### config.mk
export PLATFORM = sky130hd
export DESIGN_NAME = mod_down_timer
export DESIGN_NICKNAME = d
export VERILOG_FILES = /design/src/rtl/mod_counter_pkg.sv /design/src/rtl/down_count_core.sv /design/src/rtl/mod_down_timer.sv
export SDC_FILE = /design/constraint.sdc
export NUM_CORES = 1
export LEC_CHECK = 0
export ABC_AREA = 1
export CAP_MARGIN = 20
export CELL_PAD_IN_SITES_DETAIL_PLACEMENT = 0
export CELL_PAD_IN_SITES_GLOBAL_PLACEMENT = 2
export CORE_UTILIZATION = 27
export CTS_CLUSTER_DIAMETER = 100
export DETAILED_ROUTE_END_ITERATION = 8
export PLACE_DENSITY = 0.81
export SYNTH_ARGS = -nofsm -noshare
export SYNTH_HDL_FRONTEND = slang
export SYNTH_HIERARCHICAL = 1
export SYNTH_SLANG_ARGS = --single-unit
### constraint.sdc
create_clock -name clk -period 5.7 [get_ports clk]
set_clock_uncertainty 0.2 [all_clocks]
set_input_delay 1.14 -clock clk [delete_from_list [all_inputs] [get_ports clk]]
set_output_delay 1.14 -clock clk [all_outputs]
set_load 0.01 [all_outputs]
### src/rtl/mod_counter_pkg.sv
// Shared definitions for the counter library: timer state encodings and the
// load-value clamp used wherever a programmable limit is loaded.
package mod_counter_pkg;

  typedef enum logic [1:0] {
    IDLE    = 2'b00,
    RUN     = 2'b01,
    EXPIRED = 2'b10
  } timer_state_t;

  // Saturate a requested value at the counter's inclusive maximum.
  function automatic int unsigned clamp_to_final(input int unsigned value,
                                                 input int unsigned max_value);
    return (value > max_value) ? max_value : value;
  endfunction

endpackage

### src/rtl/down_count_core.sv
// Datapath of the down timer: the count register, its reload register and
// the zero flag. Sequencing is left entirely to the instantiating FSM.
module down_count_core
  import mod_counter_pkg::*;
#(
  parameter int FINAL_VALUE = 9,
  parameter int BITS        = $clog2(FINAL_VALUE + 1)
) (
  input  logic            clk,
  input  logic            reset_n,
  input  logic            dec,
  input  logic            reload,
  input  logic            load_en,
  input  logic [BITS-1:0] load_val,
  output logic [BITS-1:0] q,
  output logic            zero
);

  logic [BITS-1:0] reload_reg;

  // load_val arrives already clamped; load has priority over reload and dec.
  always_ff @(posedge clk or negedge reset_n) begin
    if (!reset_n) begin
      q          <= BITS'(FINAL_VALUE);
      reload_reg <= BITS'(FINAL_VALUE);
    end else if (load_en) begin
      q          <= load_val;
      reload_reg <= load_val;
    end else if (reload) begin
      q <= reload_reg;
    end else if (dec) begin
      q <= q - BITS'(1);
    end
  end

  assign zero = (q == '0);

endmodule

### src/rtl/mod_down_timer.sv
// Programmable modulo down-counter/timer: counts a reload value down to zero
// on enable beats, pulses tc after the zero-beat, then stops or reloads.
module mod_down_timer
  import mod_counter_pkg::*;
#(
  parameter int FINAL_VALUE = 9,
  parameter int BITS        = $clog2(FINAL_VALUE + 1)
) (
  input  logic            clk,
  input  logic            reset_n,
  input  logic            enable,
  input  logic            load,
  input  logic [BITS-1:0] load_value,
  input  logic            start,
  input  logic            stop,
  input  logic            periodic,
  output logic [BITS-1:0] Q,
  output logic            tc,
  output logic            busy,
  output logic            expired
);

  timer_state_t    state_q, state_d;
  logic            dec, reload, zero, tc_d;
  logic [BITS-1:0] clamped_value;

  assign clamped_value = BITS'(clamp_to_final(32'(load_value), FINAL_VALUE));

  down_count_core #(
    .FINAL_VALUE(FINAL_VALUE),
    .BITS       (BITS)
  ) u_core (
    .clk     (clk),
    .reset_n (reset_n),
    .dec     (dec),
    .reload  (reload),
    .load_en (load),
    .load_val(clamped_value),
    .q       (Q),
    .zero    (zero)
  );

  always_ff @(posedge clk or negedge reset_n) begin
    if (!reset_n) begin
      state_q <= IDLE;
      tc      <= 1'b0;
    end else begin
      state_q <= state_d;
      tc      <= tc_d;
    end
  end

  // Priority: load > stop > start > count. A zero-beat never decrements.
  always_comb begin
    state_d = state_q;
    dec     = 1'b0;
    reload  = 1'b0;
    tc_d    = 1'b0;
    if (load) begin
      state_d = IDLE;
    end else begin
      case (state_q)
        RUN: begin
          if (stop) begin
            state_d = IDLE;
          end else if (enable) begin
            if (!zero) begin
              dec = 1'b1;
            end else begin
              tc_d = 1'b1;
              if (periodic) reload = 1'b1;
              else          state_d = EXPIRED;
            end
          end
        end
        IDLE, EXPIRED: begin
          if (start) state_d = RUN;
        end
        default: state_d = IDLE;
      endcase
    end
  end

  assign busy    = (state_q == RUN);
  assign expired = (state_q == EXPIRED);

endmodule

=== Word level (Yosys, flattened, before mapping) ===
Cells that the tools add are included.

* Register bits: 11
* Bits in latches: 0
* Memory bits (writable): 0
* Bits in read-only memories: 0
* Bits of input ports: 11
* Output and inout port bits: 7
* Logic and storage cells: 44
* Memories: 0

* Add/sub/neg operators: 1
* Multipliers: 0
* Div/mod/pow operators: 0
* Order comparisons: 1
* Eq/ne operators: 6
* Shift operators: 0
* Mux-type cells: 27
* Bitwise logic cells: 0
* Reduce and logical (&&, ||, !) cells: 5

{| class="wikitable"
|+ Operator list
! operator !! number
|-
| 2-to-1 mux 1 bit || 16
|-
| 2-to-1 mux 4 bit || 4
|-
| 2-to-1 mux 2 bit || 6
|-
| != test 4 bit, second input constant || 2
|-
| greater-than comparator 4 bit, second input constant || 1
|-
| zero test 4 bit || 1
|-
| != test 4 x 3 -> 1 bit, second input constant || 1
|-
| case mux 2 bit (2 select lines) || 1
|-
| AND reduction 4 bit || 1
|-
| subtractor 4 x 1 -> 4 bit, second input constant || 1
|-
| != test 3 bit, second input constant || 1
|-
| nonzero test 3 bit || 1
|-
| equality test 2 x 1 -> 1 bit, second input constant || 1
|-
| equality test 2 bit, second input constant || 1
|-
| zero test 2 bit || 1
|-
| OR reduction 2 bit || 1
|}

=== Depth between registers and ports, before layout ===
Gate-level depths: netlist of the first run.

* Depth in word-level cells: 9
* Mapped depth: 12
* Mapped depth without buffers: 12

=== By module ===
Netlist of the first run, hierarchy kept.

{| class="wikitable"
|+ By module, submodules not included
! module !! instances !! cells each !! area an instance (um^2) !! seq. area each (um^2)
|-
| down_count_core || 1 || 58 || 445.4 || 205.2
|-
| mod_down_timer || 1 || 31 || 222.7 || 75.1
|}

=== Worst setup path after synthesis of the first run ===
OpenSTA, ideal clock, no wires.

* Path type: in2reg
* From: input port load
* To: register u_core.q[2]
* Setup time: 0.129 ns
* Data arrival time: 2.024 ns
* Required time: 5.371 ns
* Setup slack: 3.347 ns
* Stages: 8
* Path buffers: 0
* Path through: nor2_2 nand2_4 nor3b_2 inv_2 nand2_4 nor2_4 a21oi_1 a22oi_1

* Word-level cells in the longest chain between the ends: 3
* Elaborated cells on any way between the ends: 5
* Those cells by class: 4 x mux; 1 x reduce/logical

{| class="wikitable"
|+ RTL lines
! item !! line !! text
|-
| from (decl) || mod_down_timer.sv:12 || <nowiki>input logic load,</nowiki>
|-
| 2-to-1 mux 1 bit * || mod_down_timer.sv:59 || <nowiki>if (load) begin</nowiki>
|-
| named net reload || mod_down_timer.sv:24 || <nowiki>logic dec, reload, zero, tc_d;</nowiki>
|-
| 2-to-1 mux 4 bit || down_count_core.sv:29 || <nowiki>end else if (reload) begin</nowiki>
|-
| 2-to-1 mux 4 bit || down_count_core.sv:26 || <nowiki>end else if (load_en) begin</nowiki>
|-
| to (signal assigned) || down_count_core.sv:27 || <nowiki>q <= load_val;</nowiki>
|-
| to (signal assigned) || down_count_core.sv:30 || <nowiki>q <= reload_reg;</nowiki>
|-
| to (signal assigned) || down_count_core.sv:32 || <nowiki>q <= q - BITS'(1);</nowiki>
|-
| to (decl) || down_count_core.sv:15 || <nowiki>output logic [BITS-1:0] q,</nowiki>
|}

The timed path passes the listed nets; every way through them passes the cells marked *.
A chain may end at the register's enable or synchronous reset.

=== Final worst setup path of the first run ===
* From: input port load
* To: register u_core.q[1]

Same word-level chain as after synthesis.

==> summary.txt, run 1 <==
Placement
  – IO buf count: 17
  – Gpl congestion: 0.781
  – Post-DP HPWL: 1150 um

STA
  – Pin slew with the least headroom to its limit: 533 ps
  – RSZ-0062 raised after global routing: no
  – Slew margin rel.: 64.3%
  – Min Clock Period, post-route: 2990 ps
  – Final Cycle Share: 52.5%
  – Final Setup Violations: 0
  – Final Hold Violating Endpoints: 0
  – Fmax: 334 MHz
  – Post-route setup TNS: 0 ps
  – Max Slew Vio Count: 0

Detailed routing
  – DRC Markers: 0
  – Vias/cell: 4.45
  – Drt total wl: 1460 um
  – WL per Instance: 10.7 um
  – Antenna-violating nets left: 0
  – DRT iter0 DRCs: 9
  – Via count: 605
  – Drt pass-1 iters: 4

Setup path
  – Req. time, crit path: 5690 ps
  – Crit. End Element: flop
  – Crit path DAT: 2980 ps
  – Critical path class: in2reg
  – Crit start category: input port
  – Max FO, Critical Path: 15

Synthesis
  – Synthesized area per cell: 7.51 um^2
  – FF+latch count, synth: 11
  – Leading area contributor after synthesis: dfrtp_1
  – Synth warnings: 6
  – Synth Area in Compound Gates: 13.1%
  – Most frequent cells after synthesis: nand2_1, inv_1, nor2_1, dfrtp_1, a21oi_1
  – Seq/Total Area, Yosys: 41.9%
  – Area contributors post-synth: dfrtp_1, dfstp_2, nand2_1
  – Post-synthesis mux area share: 0%
  – Main synth FF type: dfrtp_1
  – Xor/xnor cell area share of the yosys netlist: 0%
  – Mapped Cells: 89
  – Simple logic cell fraction of the synthesized area: 32.4%
  – Synth top area share: 26.2%
  – Post-synthesis net count: 101
  – FFs w/ async S/R, synth: 100%
  – Post-Syn Area: 668 um^2
  – Post-synthesis adder-cell area fraction: 1.87%
  – Count leader, synth: nand2_1
  – EDFF count, synth: 0
  – Largest family of logic cells by synthesized area: simple AND/OR/NAND/NOR gates
  – Post-synthesis cell type count: 22

Global routing
  – Grt ovf: 0
  – GRT Total Usage: 12.7%
  – Vias in the first global route: 554
  – First-pass GRT wire length: 2430 um
  – Initial antenna violation count: 0
  – Pin count of the biggest net entering global routing: 16

Clocking
  – Clk Latency, worst-skew pair: 270 ps
  – CTS buffer count: 3
  – Largest buffer count on any clock path: 2
  – TritonCTS clock tree: built
  – Clock-pin slew on the worst setup and hold paths: 80 ps
  – Hold-fix buffers, CTS: 0
  – Root Driver: clkbuf_4
  – Clock sinks: 11
  – Post-CTS Resized: 0
  – # H-tree levels: 1
  – Setup Fix Bufs, Post-CTS: 0

Final layout
  – Nets@finish: 121
  – Synth-to-Final Area Change: 33.3%
  – Post-layout util: 39.1%
  – Share of cells above drive strength 1: 16.7%
  – Number of antenna diodes: 0

Pwr
  – Worst vdd ir: 0.109 mV
  – PwrDens: 231 nW/um^2
  – Lkg Pwr: 0.438 nW

Floorplanning
  – Die Ht: 51.7 um
  – Die W: 51.7 um
  – Die ar.: 2680 um^2
  – Io pins: 18
  – Row cnt: 17
  – Initial core utilization: 29.4%
  – Core area: 2280 um^2

Status
  – Status: finished clean

Min path
  – Worst Hold Class: reg2reg

Flow run
  – Max-cap violations: 0
cell families (layout without fill, tap and decap cells):
family,count (synthesis),after routing
adders and majority gates,1,1
and+or+nand+nor,43,43
buffers and inverters,18,37
DFF,11,11
AOI/OAI and AO/OA,16,16
final timing paths:
| path | end | slack [ps] | from | cells after the start |
|---|---|---|---|---|
| max in group asynchronous | u_core/reload_reg[0] | 3920 | reset_n | 1 |
| hold / removal | u_core/reload_reg[1] | 280 | u_core/reload_reg[1] | 2 |
| min in group asynchronous | tc | 1010 | reset_n | 1 |
| hold reg to reg | u_core/reload_reg[1] | 280 | u_core/reload_reg[1] | 2 |
| setup reg to reg | u_core/q[1] | 3510 | u_core/q[0] | 12 |
| setup / recovery | u_core/q[1] | 2710 | load | 10 |
critical path, cell delays in order:
cell             delay [ps]
clkdlybuf4s50_1         650
nor2_2                  250
nand2_4                  90
nor3b_2                 310
inv_2                   110
nand2_4                 100
nor2_4                   50
inv_4                    70
nor2_1                   40
a31oi_1                 170
layout make-up:
type / count / area [um^2]
Sequential cell: 11 / 280
Tap cell: 28 / 35.0
Timing Repair Buffer: 17 / 170
Multi-Input combinational cell: 60 / 317
Fill cell: 251 / 1390
Inverter: 16 / 62.6
Clock buffer: 4 / 26.3
placed cells by master (no fill, tap or decap), drive strengths merged:
cell type,Yosys,final
nand2,23,23
clkdlybuf4s50,0,17
inv,16,16
nor2,15,15
dfrtp,7,7
a21oi,6,6
o21ai,6,6
dfstp,4,4
clkbuf,1,4
nor3b,2,2
a31oi,2,2
nand3,2,2
o21a,1,1
or2,1,1
a22oi,1,1
ha,1,1
routing by layer:
layer	global-route usage, %	up-vias	routed length, um
met3	3.51	2	63
met5	0	-	0
met1	15.6	273	692
li1	-	314	-
met2	20.8	16	677
met4	5.41	0	24
stage by stage:
step           cell area (um^2)  hold WS [ps]  power (mW)  setup slack [ps]  std cells
6_report                    891           279       0.206              2710        136
4_1_cts                     891           284       0.209              2710        136
2_1_floorplan               668           236       0.125              3350         89
3_5_place_dp                865           266       0.152              2420        132
5_1_grt                     891           312       0.222              2520        136
3_3_place_gp                865           269       0.153              2470        132
power breakdown:
| group | switching (mW) | internal [mW] |
|---|---|---|
| Clock | 0.0277 | 0.0271 |
| Sequential | 0.00643 | 0.0884 |
| Combinational | 0.0286 | 0.0273 |
| Total | 0.0628 | 0.143 |
Note: power is estimated with default switching activity, not from simulation.
==> run 2, diff against run 1 <==
--- a/config.mk
+++ b/config.mk
@@ -9,10 +9,10 @@
 export CAP_MARGIN = 20
 export CELL_PAD_IN_SITES_DETAIL_PLACEMENT = 0
 export CELL_PAD_IN_SITES_GLOBAL_PLACEMENT = 2
-export CORE_UTILIZATION = 27
+export CORE_UTILIZATION = 25
 export CTS_CLUSTER_DIAMETER = 100
 export DETAILED_ROUTE_END_ITERATION = 8
-export PLACE_DENSITY = 0.81
+export PLACE_DENSITY = 0.76
 export SYNTH_ARGS = -nofsm -noshare
 export SYNTH_HDL_FRONTEND = slang
 export SYNTH_HIERARCHICAL = 1
==> constraint.sdc (replaced) <==
create_clock -name clk -period 2.9 [get_ports clk]
set_clock_uncertainty 0.2 [all_clocks]
set_input_delay 0.58 -clock clk [delete_from_list [all_inputs] [get_ports clk]]
set_output_delay 0.58 -clock clk [all_outputs]
set_load 0.01 [all_outputs]
==> summary.txt, run 2 (same netlist as run 1, synthesis figures left out) <==
Final layout
  – Synth-to-Final Area Change: 34.8%
  – Most common cell after layout, fill and taps aside: nand2_1
  – Number of antenna diodes: 0
  – Commonest cells after routing, fill and taps aside: nand2_1, clkdlybuf4s50_1, inv_1, nor2_1, dfrtp_1
  – Share of cells above drive strength 1: 17.4%
  – Design Area, Final: 901 um^2
  – Nets@finish: 122

Setup path
  – Crit path DAT: 2170 ps
  – Crit. End Element: flop
  – Critical R2R Launch: u_core/q[0]
  – Crit start category: flop
  – Worst setup startpoint: u_core/q[0]
  – RR Endpoint: u_core/q[0]
  – Critical path class: reg2reg
  – Max FO, Critical Path: 5
  – R2R depth: 12
  – Req. time, crit path: 2890 ps
  – Flop2flop setup slack: 720 ps

STA
  – Final Cycle Share: 75.1%
  – Post-route setup slack: 721 ps
  – Pin slew with the least headroom to its limit: 533 ps
  – Final Setup Violations: 0
  – Final Hold Violating Endpoints: 0
  – Max Slew Vio Count: 0
  – RSZ-0062 raised after global routing: no
  – Post-route setup TNS: 0 ps
  – Fmax: 459 MHz
  – Slew margin rel.: 64.4%
  – Min Clock Period, post-route: 2180 ps

Global routing
  – Vias in the first global route: 519
  – First-pass GRT wire length: 2330 um
  – Grt ovf: 0
  – GRT Total Usage: 11.9%
  – Pin count of the biggest net entering global routing: 15
  – Initial antenna violation count: 0

Clocking
  – Root Driver: clkbuf_4
  – Post-CTS Resized: 0
  – Clk Latency, worst-skew pair: 260 ps
  – Setup Fix Bufs, Post-CTS: 0
  – Hold-fix buffers, CTS: 0
  – CTS buffer count: 3
  – # H-tree levels: 1
  – Clock sinks: 11
  – TritonCTS clock tree: built
  – Largest buffer count on any clock path: 2
  – Clock-pin slew on the worst setup and hold paths: 70 ps

Min path
  – Hold Path Origin: u_core/reload_reg[0]
  – Hold depth: 2
  – Worst Hold Class: reg2reg
  – Worst Hold Path EP: u_core/reload_reg[0]

Detailed routing
  – WL per Instance: 10.5 um
  – DRT iter0 DRCs: 6
  – Met2 routed WL: 701 um
  – Vias/cell: 4.24
  – Drt pass-1 iters: 4
  – Antenna-violating nets left: 0
  – DR WL met3: 87 um
  – Met1 Wirelength: 673 um
  – DRC Markers: 0
  – Highest metal used: met3
  – Via count: 589
  – Drt total wl: 1460 um

Pwr
  – Pwr Total: 0.400 mW
  – Worst vdd ir: 0.197 mV
  – PwrDens: 444 nW/um^2
  – Lkg Pwr: 0.443 nW

Status
  – Status: finished clean

Flow run
  – Max-cap violations: 0

Placement
  – Post-DP HPWL: 1170 um
  – Gpl congestion: 0.852
  – Placed inst area: 875 um^2
  – IO buf count: 17
  – Setup WS pre-CTS: 481 ps

Floorplanning
  – Core area: 2500 um^2
  – Initial core utilization: 26.7%
  – Die Ht: 53.7 um
  – Die W: 53.7 um
  – Row cnt: 18
  – Io pins: 18
  – Die ar.: 2880 um^2
[run 2: power breakdown]
group	internal [mW]	switching, mW
sequential	0.174	0.0119
clock	0.0532	0.0521
combinational	0.0545	0.0550
[run 2: layout make-up]
| class | instances | area, um^2 |
|---|---|---|
| well taps | 30 | 37.5 |
| clock buffers | 4 | 26.3 |
| fillers | 285 | 1600 |
| flip-flops and latches | 11 | 280 |
| repair buffers | 18 | 178 |
| inverters | 16 | 62.6 |
| multi-input cells | 60 | 317 |
[run 2: worst max-delay path, stage by stage, from the launching register on]
cell and delay (ps):
dfstp_2 380, inv_1 110, ha_1 180, nand2_1 70
nor2_1 150, nand2_1 120, nor3b_2 340, inv_2 120
nand2_4 100, nor2_4 50, inv_4 70, nor2_1 40
a31oi_1 160
[run 2: metal layers]
layer / track usage (%) / up-vias
met2: 20.0 / 17
li1: - / 315
met1: 13.8 / 257
met3: 5.08 / 0
met5: 0 / -
met4: 2.63 / 0
[run 2: how the worst max path moves through the flow]
stage	endpoint	slack (ps)	cells past startpoint
final	u_core/q[0]	720	12
after global routing	u_core/q[0]	540	12
after CTS	u_core/q[0]	680	12
after detailed placement	u_core/q[0]	480	10
after global placement	u_core/q[0]	520	10
after floorplan	u_core/q[2]	940	11
[run 2: stage by stage]
step / util [%] / cells / hold WS [ps]
after floorplan: - / 89 / 84.4
after CTS: 36.0 / 139 / 292
final: 36.0 / 139 / 291
after global routing: 36.0 / 139 / 325
after detailed placement: 35.0 / 135 / 275
after global placement: 35.0 / 135 / 275
==> run 3, diff against run 2 <==
--- a/config.mk
+++ b/config.mk
@@ -9,10 +9,10 @@
 export CAP_MARGIN = 20
 export CELL_PAD_IN_SITES_DETAIL_PLACEMENT = 0
 export CELL_PAD_IN_SITES_GLOBAL_PLACEMENT = 2
-export CORE_UTILIZATION = 25
+export CORE_UTILIZATION = 23
 export CTS_CLUSTER_DIAMETER = 100
 export DETAILED_ROUTE_END_ITERATION = 8
-export PLACE_DENSITY = 0.76
+export PLACE_DENSITY = 0.74
 export SYNTH_ARGS = -nofsm -noshare
 export SYNTH_HDL_FRONTEND = slang
 export SYNTH_HIERARCHICAL = 1
==> constraint.sdc (replaced) <==
create_clock -name clk -period 1.9 [get_ports clk]
set_clock_uncertainty 0.2 [all_clocks]
set_input_delay 0.38 -clock clk [delete_from_list [all_inputs] [get_ports clk]]
set_output_delay 0.38 -clock clk [all_outputs]
set_load 0.01 [all_outputs]
==> summary.txt, run 3 (same netlist as run 1, synthesis figures left out) <==
Status
  – Status: finished clean

Setup path
  – Flop2flop setup slack: 30 ps
  – Crit. End Element: flop
  – R2R depth: 12
  – Worst setup path end: u_core/q[1]
  – Worst setup startpoint: u_core/q[0]
  – RR Endpoint: u_core/q[1]
  – Crit start category: flop
  – Crit path DAT: 1830 ps
  – Critical path class: reg2reg
  – Req. time, crit path: 1860 ps
  – Max FO, Critical Path: 5
  – Critical R2R Launch: u_core/q[0]

Floorplanning
  – Row cnt: 19
  – Die Ht: 55.9 um
  – Initial core utilization: 24.2%
  – Core area: 2760 um^2
  – Die W: 55.9 um
  – Io pins: 18
  – Die ar.: 3120 um^2

Placement
  – IO buf count: 17
  – Placed Cells incl. Taps: 143
  – Setup WS pre-CTS: -127 ps
  – Gpl congestion: 0.884
  – Post-DP HPWL: 1270 um

Clocking
  – Hold-fix buffers, CTS: 0
  – # H-tree levels: 1
  – Root Driver: clkbuf_4
  – Largest buffer count on any clock path: 2
  – Clk Latency, worst-skew pair: 270 ps
  – TritonCTS clock tree: built
  – Clock-pin slew on the worst setup and hold paths: 80 ps
  – Clock sinks: 11
  – CTS buffer count: 3

Final layout
  – Most common cell after layout, fill and taps aside: nand2_1
  – Share of cells above drive strength 1: 34.2%
  – Commonest cells after routing, fill and taps aside: nand2_1, clkdlybuf4s50_1, buf_4
  – Synth-to-Final Area Change: 56.0%
  – Post-layout util: 37.8%
  – Nets@finish: 133
  – Fin cells: 151
  – Number of antenna diodes: 0

Detailed routing
  – DRT iter0 DRCs: 1
  – Vias/cell: 4.39
  – Via count: 663
  – Drt pass-1 iters: 2
  – WL per Instance: 11.3 um
  – Highest metal used: met4
  – Antenna-violating nets left: 0
  – Met1 Wirelength: 775 um
  – DR WL met3: 86 um
  – DRC Markers: 0
  – Drt total wl: 1710 um
  – Met2 routed WL: 829 um

STA
  – Final Hold Violating Endpoints: 0
  – Fmax: 536 MHz
  – Final Cycle Share: 98.3%
  – Slew margin rel.: 64.0%
  – Pin slew with the least headroom to its limit: 539 ps
  – RSZ-0062 raised after global routing: yes
  – Final Setup Violations: 0
  – Min Clock Period, post-route: 1870 ps
  – Post-route setup slack: 33.0 ps
  – Max Slew Vio Count: 0

Pwr
  – Worst vdd ir: 0.317 mV
  – PwrDens: 650 nW/um^2
  – Lkg Pwr: 0.532 nW

Global routing
  – Grt ovf: 0
  – Vias in the first global route: 665
  – Initial antenna violation count: 0
  – GRT Total Usage: 11.9%
  – First-pass GRT wire length: 2820 um
  – Pin count of the biggest net entering global routing: 15

Flow run
  – Max-cap violations: 0

Min path
  – Worst Hold Class: in2async
run 3: worst min path at each step:
| stage | startpoint | endpoint | slack, ps | cells after the start |
|---|---|---|---|---|
| 6_report | reset_n | u_core/reload_reg[1] | 250 | 1 |
| 3_5_place_dp | u_core/reload_reg[1] | u_core/reload_reg[1] | 270 | 2 |
| 5_1_grt | reset_n | u_core/q[2] | 300 | 1 |
| 2_1_floorplan | reset_n | state_q[0] | -120 | 0 |
| 3_3_place_gp | u_core/reload_reg[0] | u_core/reload_reg[0] | 280 | 2 |
| 4_1_cts | reset_n | u_core/q[2] | 270 | 1 |
run 3: worst max-delay path, stage by stage (launching register included):
cell,delay (ps)
dfstp_2,540
inv_2,50
ha_4,160
nand2_4,70
nor2_4,40
nand2_2,100
nor3b_4,50
inv_2,90
nand2_4,60
nor2_4,180
inv_4,80
nor2_4,100
a31oi_1,40
run 3: repair_timing:
item | in CTS | in global routing
gates resized for setup | 4 | 14
setup buffers | 1 | 3
setup endpoints to repair | 5 | 4
pin swaps | 1 | 10
run 3: power by group:
group | switching (mW) | leakage, nW | total [mW] | internal (mW)
clock network | 0.0900 | 0.0177 | 0.168 | 0.0780
logic | 0.112 | 0.383 | 0.226 | 0.114
registers | 0.0181 | 0.132 | 0.283 | 0.265
run 3: stage by stage:
step / area, um^2 / hold WS [ps] / setup TNS (ps) / power, mW
floorplan: 679 / -116 / 0 / 0.378
global placement: 940 / 280 / -419 / 0.484
detailed placement: 940 / 273 / -467 / 0.482
CTS: 970 / 266 / 0 / 0.654
global route: 1040 / 298 / -223 / 0.733
finish: 1040 / 252 / 0 / 0.678
run 3: area by class of cell:
class,count,area (um^2)
clock buffers,3,22.5
clock inverters,1,5.00
fillers,298,1720
inverters,16,62.6
multi-input cells,60,375
flip-flops and latches,11,280
well taps,31,38.8
repair buffers,29,258
run 3: layer usage:
metal  vias up  GRT usage, %
li1        341             -
met1       304          14.7
met2        16          19.1
met3         2          4.19
met4         0          4.18
met5         -             0
